**src/rtl/multicycle_controller.sv**
```systemverilog
// multicycle_controller: main FSM plus ALU and immediate decoders for the
// shared-memory multicycle RV32I datapath (lw, sw, R-type, I-type ALU, beq, jal).
// Optional build macro PERF_CNT_EN adds cycle and retired-instruction counters.
// Without it, CycleCnt and InstRet are tied to 0.
module multicycle_controller #(
    parameter int unsigned CNT_W = 32
) (
    input  logic             clk,
    input  logic             reset,
    input  logic [6:0]       op,
    input  logic [2:0]       funct3,
    input  logic             funct7b5,
    input  logic             Zero,
    output logic             PCWrite,
    output logic             AdrSrc,
    output logic             MemWrite,
    output logic             IRWrite,
    output logic [1:0]       ResultSrc,
    output logic [1:0]       ALUSrcA,
    output logic [1:0]       ALUSrcB,
    output logic             RegWrite,
    output logic [2:0]       ALUControl,
    output logic [1:0]       ImmSrc,
    output logic             Illegal,
    output logic [CNT_W-1:0] CycleCnt,
    output logic [CNT_W-1:0] InstRet
);
    localparam logic [6:0] OP_LW  = 7'b0000011;
    localparam logic [6:0] OP_SW  = 7'b0100011;
    localparam logic [6:0] OP_R   = 7'b0110011;
    localparam logic [6:0] OP_I   = 7'b0010011;
    localparam logic [6:0] OP_BEQ = 7'b1100011;
    localparam logic [6:0] OP_JAL = 7'b1101111;

    typedef enum logic [3:0] {
        FETCH, DECODE, MEMADR, MEMREAD, MEMWB, MEMWRITE,
        EXECUTER, EXECUTEI, ALUWB, BEQ, JAL
    } state_t;

    typedef struct packed {
        logic       adr_src;
        logic       mem_write;
        logic       ir_write;
        logic       reg_write;
        logic       pc_update;
        logic       branch;
        logic       decode;
        logic [1:0] result_src;
        logic [1:0] alu_src_a;
        logic [1:0] alu_src_b;
        logic [1:0] alu_op;
    } ctrl_t;

    state_t state;
    state_t state_nxt;
    ctrl_t  ctrl_q;
    ctrl_t  cur;
    logic   op_ok;

    // Moore control word for a given state; unlisted fields stay 0
    function automatic ctrl_t ctrl_of(input state_t s);
        ctrl_t c;
        c = '0;
        case (s)
            FETCH:    begin c.ir_write = 1'b1; c.pc_update = 1'b1;
                            c.alu_src_b = 2'b10; c.result_src = 2'b10; end
            DECODE:   begin c.alu_src_a = 2'b01; c.alu_src_b = 2'b01; c.decode = 1'b1; end
            MEMADR:   begin c.alu_src_a = 2'b10; c.alu_src_b = 2'b01; end
            MEMREAD:  begin c.adr_src = 1'b1; end
            MEMWB:    begin c.result_src = 2'b01; c.reg_write = 1'b1; end
            MEMWRITE: begin c.adr_src = 1'b1; c.mem_write = 1'b1; end
            EXECUTER: begin c.alu_src_a = 2'b10; c.alu_op = 2'b10; end
            EXECUTEI: begin c.alu_src_a = 2'b10; c.alu_src_b = 2'b01; c.alu_op = 2'b10; end
            ALUWB:    begin c.reg_write = 1'b1; end
            BEQ:      begin c.alu_src_a = 2'b10; c.alu_op = 2'b01; c.branch = 1'b1; end
            JAL:      begin c.alu_src_a = 2'b01; c.alu_src_b = 2'b10; c.pc_update = 1'b1; end
            default:  c = '0;
        endcase
        return c;
    endfunction

    // Sequencing; DECODE dispatches on op, MEMADR splits lw/sw on op[5]
    function automatic state_t next_of(input state_t s, input logic [6:0] o);
        state_t n;
        n = FETCH;
        case (s)
            FETCH:  n = DECODE;
            DECODE: begin
                case (o)
                    OP_LW, OP_SW: n = MEMADR;
                    OP_R:         n = EXECUTER;
                    OP_I:         n = EXECUTEI;
                    OP_BEQ:       n = BEQ;
                    OP_JAL:       n = JAL;
                    default:      n = FETCH;
                endcase
            end
            MEMADR:             n = o[5] ? MEMWRITE : MEMREAD;
            MEMREAD:            n = MEMWB;
            EXECUTER, EXECUTEI: n = ALUWB;
            JAL:                n = ALUWB;
            default:            n = FETCH;
        endcase
        return n;
    endfunction

    // Next-state selection
    always_comb begin
        state_nxt = next_of(state, op);
    end

    // State register with the control word registered alongside it
    always_ff @(posedge clk) begin
        if (reset) begin
            state  <= FETCH;
            ctrl_q <= ctrl_of(FETCH);
        end else begin
            state  <= state_nxt;
            ctrl_q <= ctrl_of(state_nxt);
        end
    end

    // While reset is held, present FETCH selects with every strobe cleared
    always_comb begin
        cur = ctrl_q;
        if (reset) begin
            cur           = ctrl_of(FETCH);
            cur.ir_write  = 1'b0;
            cur.pc_update = 1'b0;
        end
    end

    assign op_ok = (op == OP_LW) || (op == OP_SW) || (op == OP_R) ||
                   (op == OP_I)  || (op == OP_BEQ) || (op == OP_JAL);

    assign AdrSrc    = cur.adr_src;
    assign MemWrite  = cur.mem_write;
    assign IRWrite   = cur.ir_write;
    assign RegWrite  = cur.reg_write;
    assign ResultSrc = cur.result_src;
    assign ALUSrcA   = cur.alu_src_a;
    assign ALUSrcB   = cur.alu_src_b;
    assign PCWrite   = cur.pc_update | (cur.branch & Zero);
    assign Illegal   = cur.decode & ~op_ok;

    // ALU operation decode from ALUOp and the function fields
    always_comb begin
        ALUControl = 3'b000;
        case (cur.alu_op)
            2'b01: ALUControl = 3'b001;
            2'b10: begin
                case (funct3)
                    3'b000:  ALUControl = (op[5] & funct7b5) ? 3'b001 : 3'b000;
                    3'b010:  ALUControl = 3'b101;
                    3'b110:  ALUControl = 3'b011;
                    3'b111:  ALUControl = 3'b010;
                    default: ALUControl = 3'b000;
                endcase
            end
            default: ALUControl = 3'b000;
        endcase
    end

    // Immediate format select from opcode
    always_comb begin
        ImmSrc = 2'b00;
        case (op)
            OP_SW:   ImmSrc = 2'b01;
            OP_BEQ:  ImmSrc = 2'b10;
            OP_JAL:  ImmSrc = 2'b11;
            default: ImmSrc = 2'b00;
        endcase
    end

`ifdef PERF_CNT_EN
    logic [CNT_W-1:0] cycle_cnt;
    logic [CNT_W-1:0] inst_ret;

    // Free-running cycle count and retirement on exit from a final state
    always_ff @(posedge clk) begin
        if (reset) begin
            cycle_cnt <= '0;
            inst_ret  <= '0;
        end else begin
            cycle_cnt <= cycle_cnt + CNT_W'(1);
            if (state == MEMWB || state == MEMWRITE || state == ALUWB || state == BEQ) begin
                inst_ret <= inst_ret + CNT_W'(1);
            end
        end
    end

    assign CycleCnt = cycle_cnt;
    assign InstRet  = inst_ret;
`else
    assign CycleCnt = '0;
    assign InstRet  = '0;
`endif

endmodule

```
**config.mk**
```make
export PLATFORM = sky130hd
export DESIGN_NAME = multicycle_controller
export DESIGN_NICKNAME = d
export VERILOG_FILES = /design/src/rtl/multicycle_controller.sv
export SDC_FILE = /design/constraint.sdc
export NUM_CORES = 1
export LEC_CHECK = 0
export CAP_MARGIN = 20
export CELL_PAD_IN_SITES_DETAIL_PLACEMENT = 2
export CELL_PAD_IN_SITES_GLOBAL_PLACEMENT = 2
export CORE_UTILIZATION = 17
export DETAILED_ROUTE_END_ITERATION = 6
export HOLD_SLACK_MARGIN = 0.1
export PLACE_DENSITY_LB_ADDON = 0.2
export REMOVE_ABC_BUFFERS = 1
export SYNTH_ARGS = -nofsm -noshare
export SYNTH_HDL_FRONTEND = slang
export SYNTH_SLANG_ARGS = --single-unit
```
**constraint.sdc**
```tcl
create_clock -name clk -period 1.73 [get_ports clk]
set_clock_uncertainty 0.05 [all_clocks]
set_input_delay 0.173 -clock clk [delete_from_list [all_inputs] [get_ports clk]]
set_output_delay 0.173 -clock clk [all_outputs]
set_load 0.01 [all_outputs]
```
# [Word level (Yosys, flattened, before mapping)]
# Index checks and enable logic that the tools add are counted.
[op_classes] n_eq_ne=27 mux=19 bitwise=5 reduce_logical=17
[ops] operator="one-hot mux 4 bit (5 select lines)" count=2
[ops] operator="equality test 4 x 3 -> 1 bit (second input constant)" count=6
[ops] operator="equality test 4 x 2 -> 1 bit (second input constant)" count=4
[ops] operator="equality test 4 bit (second input constant)" count=4
[ops] operator="one-hot mux 2 bit (2 select lines)" count=4
[ops] operator="2-to-1 mux 15 bit" count=1
[ops] operator="equality test 7 x 6 -> 1 bit (second input constant)" count=2
[ops] operator="equality test 7 bit (second input constant)" count=2
[ops] operator="one-hot mux 3 bit (4 select lines)" count=1
[ops] operator="OR reduction 2 bit" count=6
[ops] operator="equality test 4 x 1 -> 1 bit (second input constant)" count=2
[ops] operator="zero test 4 bit" count=2
[ops] operator="2-to-1 mux 1 bit" count=8
[ops] operator="equality test 7 x 2 -> 1 bit (second input constant)" count=1
[ops] operator="equality test 7 x 5 -> 1 bit (second input constant)" count=1
[ops] operator="equality test 3 bit (second input constant)" count=2
[ops] operator="one-hot mux 2 bit (3 select lines)" count=1
[ops] operator="one-hot mux 3 bit (2 select lines)" count=1
[ops] operator="OR reduction 3 bit" count=2
[ops] operator="logical OR 1 bit" count=5
[ops] operator="OR reduction 4 bit" count=1
[ops] operator="AND 1 bit" count=3
[ops] operator="equality test 3 x 2 -> 1 bit (second input constant)" count=1
[ops] operator="zero test 3 bit" count=1
[ops] operator="other kinds (5)" count=5
[totals] reg_bits=19 input_bits=14 out_inout_bits=81 elab_cells=80

# [Logic depth before layout (Yosys ltp)]
[logic_depth] ltp_word=8 ltp_mapped=7 ltp_nobuf=6

# [Worst setup path after synthesis]
# OpenSTA, ideal clock, no wires.
[synth_timing] path_kind="register to register" start="register state[1]" end="register ctrl_q[10] in the netlist's numbering" setup_time_ps=127 t_arrival_ps=1548 required_ps=1553 setup_slack_ps=6 stages_incl_launch_ff=7 n_path_buf=0 synth_period_minus_slack_ps=1724 path_cell_list="dfxtp_1 > nor4b_4 > nand2b_1 > a2bb2oi_2 > and2_4 > and3_4 > or3_1"
[synth_via] elab_chain_len=6 word_cells_on_any_way=13 classes_between="eq/ne: 7; mux: 2; reduce/logical: 4"
[synth_lines] item="start, declared" line="54" rtl="state_t state;"
[synth_lines] item="start signal, assigned" line="118" rtl="state <= state_nxt;"
[synth_lines] item="equality test 4 bit or equality test 4 x 3 -> 1 bit (tied branches)" line="86" rtl="case (s)"
[synth_lines] item="OR reduction 3 bit (no source line)"
[synth_lines] item="one-hot mux 4 bit (5 select lines) (*)" line="86"
[synth_lines] item="equality test 4 bit or zero test 4 bit (tied branches)" line="64" rtl="case (s)"
[synth_lines] item="OR reduction 2 bit (no source line) (*)"
[synth_lines] item="2-to-1 mux 1 bit (*)" line="64"
[synth_lines] item="end signal, assigned" line="116" rtl="ctrl_q <= ctrl_of(FETCH);"
[synth_lines] item="end signal, assigned" line="119" rtl="ctrl_q <= ctrl_of(state_nxt);"
[synth_lines] item="end, declared" line="56" rtl="ctrl_t ctrl_q;"
# Mark *: on every way between the ends. The rest lies on a longest branch, timed or not.
# A chain may end at the register's enable or synchronous reset.

# [Worst setup path in the final report]
[layout_timing] start="register state[3]" end="register ctrl_q[10] in the netlist's numbering"
# Same word-level chain as after synthesis.

==> results.ini <==
[final_layout]
layout_common_cells=64 x conb_1, 22 x buf_4, 17 x dfxtp_1
drive_gt1_share_pct=22.57
layout_commonest_cell=conb_1
fin_area_mm2=0.001852
nFillCells=983
antenna_cells=0
postLayoutCoreUtil_pct=22.65
layout.nets=243
finalNonFillerCells=331
area_growth_pct=29.37

[global_route]
grt_pass1_vias=1126
antenna_found_initial=0
grt_max_degree=29
grt_usage_pct=7.819
grt_overflow=0
grt_pass1_wl_um=5388

[pwr]
p_per_area_mw_per_mm2=545.6
peakVddDrop_v=0.0003016
leakagePower_nw=0.8559
finalPower_mw=1.010

[placed_design]
post-place-ws_ns=-0.6025
dp.final_hpwl_um=2661
gp_congestion=0.7193
dpl.cell_count=322
io_buffers=30
postPlaceCellArea_mm2=0.001747

[worst_setup_path]
max_stage_delay_ns=0.36
crit_type=register to register
crit_path_end_kind=register
required_ns=1.82
crit_arrival_ns=1.80
crit_chain=nor4b_4 > nand2b_1 > a2bb2oi_2 > and2_4 > and3_4 > or3_1
r2r_end=ctrl_q[10]$_SDFF_PP1_
cp-startpoint=state[3]$_SDFF_PP0_
critPathBufInv=0
reg2reg_depth=6
cp-start-kind=register
critical_path_depth=6
crit_family=simple AND/OR/NAND/NOR gates
cp_max_fo=5
crit_path_end=ctrl_q[10]$_SDFF_PP1_
r2r-start=state[3]$_SDFF_PP0_
rrSetupSlack_ns=0.02
critPathSlowestCell=dfxtp_2

[detailed_routing]
detail-route-antenna-nets=0
drc=0
finalWirelength_um=3285
routed_via_density=3.350
dr.pass1.iters=4
drt_iter0_markers=35
vias=1109
wire_per_inst_um=9.924

[outcome]
status=complete, no violations

[yosys]
synth_cell_type_count=39
synth-compound-area-share_pct=9.353
synth_top_area_share_pct=33.57
netlist_instances=173
syn-cell-area_mm2=0.001431
yosysSeqAreaShare_pct=26.57
synthXorXnorAreaFrac_pct=0.6119
yosys.area_share.simple_pct=24.56
synthAdderAreaFrac_pct=1.748
syn_area_per_cell_um2=8.274
muxShareOfSynthArea_pct=0.6993
ys_seq_elements=19
yosys_warnings=0
synth_top_cells_by_area=buf_4 34%, dfxtp_1 27%, nor2b_1 3.5%
synth_top_family_by_area=buffers and inverters
synth_top_area_cell=buf_4

[floorplan]
die_w_um=93.76
row_count=33
die_h_um=93.76
dieArea_mm2=0.008791
core_area_mm2=0.008175
start_util_pct=17.51
ioPinCount=95

[job]
maxCapViolations=0

[sta]
finalHoldViolations=0
fin_ws_ns=0.02433
finalSetupViolations=0
drv_slew=0
rsz0062_at_grt=yes
fmaxAchievable_mhz=586.3
finalCritPeriodShare_pct=98.59
period_needed_ns=1.706

[min_path]
worstHoldPathType=input port to register

[cts]
cts.sinks=19
root_buffer=clkbuf_8
clk_path_buf_depth=2
cts_hold_buffers=0
cts_made_buffers=3
htreeDepth=1
insertion_delay_ns=0.26
cts_tree=done
clk_pin_slew_ns=0.07

[cell usage after synthesis (all sizes together)]
cell	instances
a211oi	2
a21boi	1
a21oi	3
a22oi	1
a2bb2oi	1
a31oi	2
a32oi	1
a41o	1
and2	1
and3	1
buf	64
clkbuf	4
conb	1
dfxtp	19
ha	2
inv	6
mux2i	1
nand2	4
nand2b	6
nand3	1
nand3b	1
nand4	1
nor2	13
nor2b	8
nor3	9
nor3b	2
nor4	1
nor4b	1
nor4bb	1
o21a	2
o21ai	2
o22a	1
o2bb2ai	1
or2	5
or3	2
xnor2	1
[registers in the layout, summed over array words and instances, names as in the netlist]
signal	cells
ctrl_q	15
state	4
[worst min path at each step]
stage / startpoint / endpoint / slack, ns / cells past startpoint
after floorplan: reset / ctrl_q[4]$_SDFF_PP0_ / 0.19 / 1
after detailed placement: state[0]$_SDFF_PP0_ / ctrl_q[8]$_SDFF_PP0_ / 0.77 / 3
after global placement: state[0]$_SDFF_PP0_ / ctrl_q[8]$_SDFF_PP0_ / 0.75 / 3
after global routing: reset / state[2]$_SDFF_PP0_ / 0.47 / 3
final: reset / state[3]$_SDFF_PP0_ / 0.42 / 3
after CTS: reset / state[2]$_SDFF_PP0_ / 0.44 / 3
[final cells by class]
class                      instances  area [µm²]  share of cell area (%)
inverter                           6       22.52                   1.216
clock buffer                       3       41.29                   2.230
clock inverter                     1       5.005                  0.2703
sequential                        19       382.9                   20.68
timing repair buffer              54       467.9                   25.27
tap                              105       131.4                   7.095
multi-input combinational        143       800.8                   43.24
[cells by family after synthesis]
kind of cell               Yosys count
other                                1
adders and majority gates            2
DFF                                 19
buffers and inverters               74
muxes                                1
xor gates and xnor gates             1
AOI/OAI and AO/OA                   18
and+or+nand+nor                     57
[routing by layer]
layer	routed length [µm]	GRT usage (%)
met4	17	1.538
met1	1328	8.958
met3	221	2.184
met5	0	0
met2	1717	14.36
[worst reg2reg max path, delay by kind of cell (launching register included)]
family           cells  cell delay [ns]
AND/OR/NAND/NOR      5             1.04
flip-flops           1             0.36
AO/OA/AOI/OAI        1             0.15
[timing repair]
item / in CTS / in global routing
endpoints found under the setup margin: 28 / 11
hold endpoints to repair: 0 / 0
resized for setup: 30 / 7
pin swaps: 4 / 1
setup buffers: 5 / 0
[power by group]
part | leakage, nW | internal (mW) | switching [mW]
Combinational | 0.674 | 0.100 | 0.140
Clock | 0.0255 | 0.160 | 0.151
Sequential | 0.156 | 0.453 | 0.00579
Total | 0.856 | 0.714 | 0.296
[through the flow]
step           hold slack [ns]  TNS, ns
5_1_grt                 0.4659  -0.1548
3_3_place_gp            0.7468   -8.976
3_5_place_dp            0.7680   -9.598
6_report                0.4215        0
4_1_cts                 0.4422        0
2_1_floorplan           0.1949        0
No activity file was read; power rests on OpenSTA's default activity.
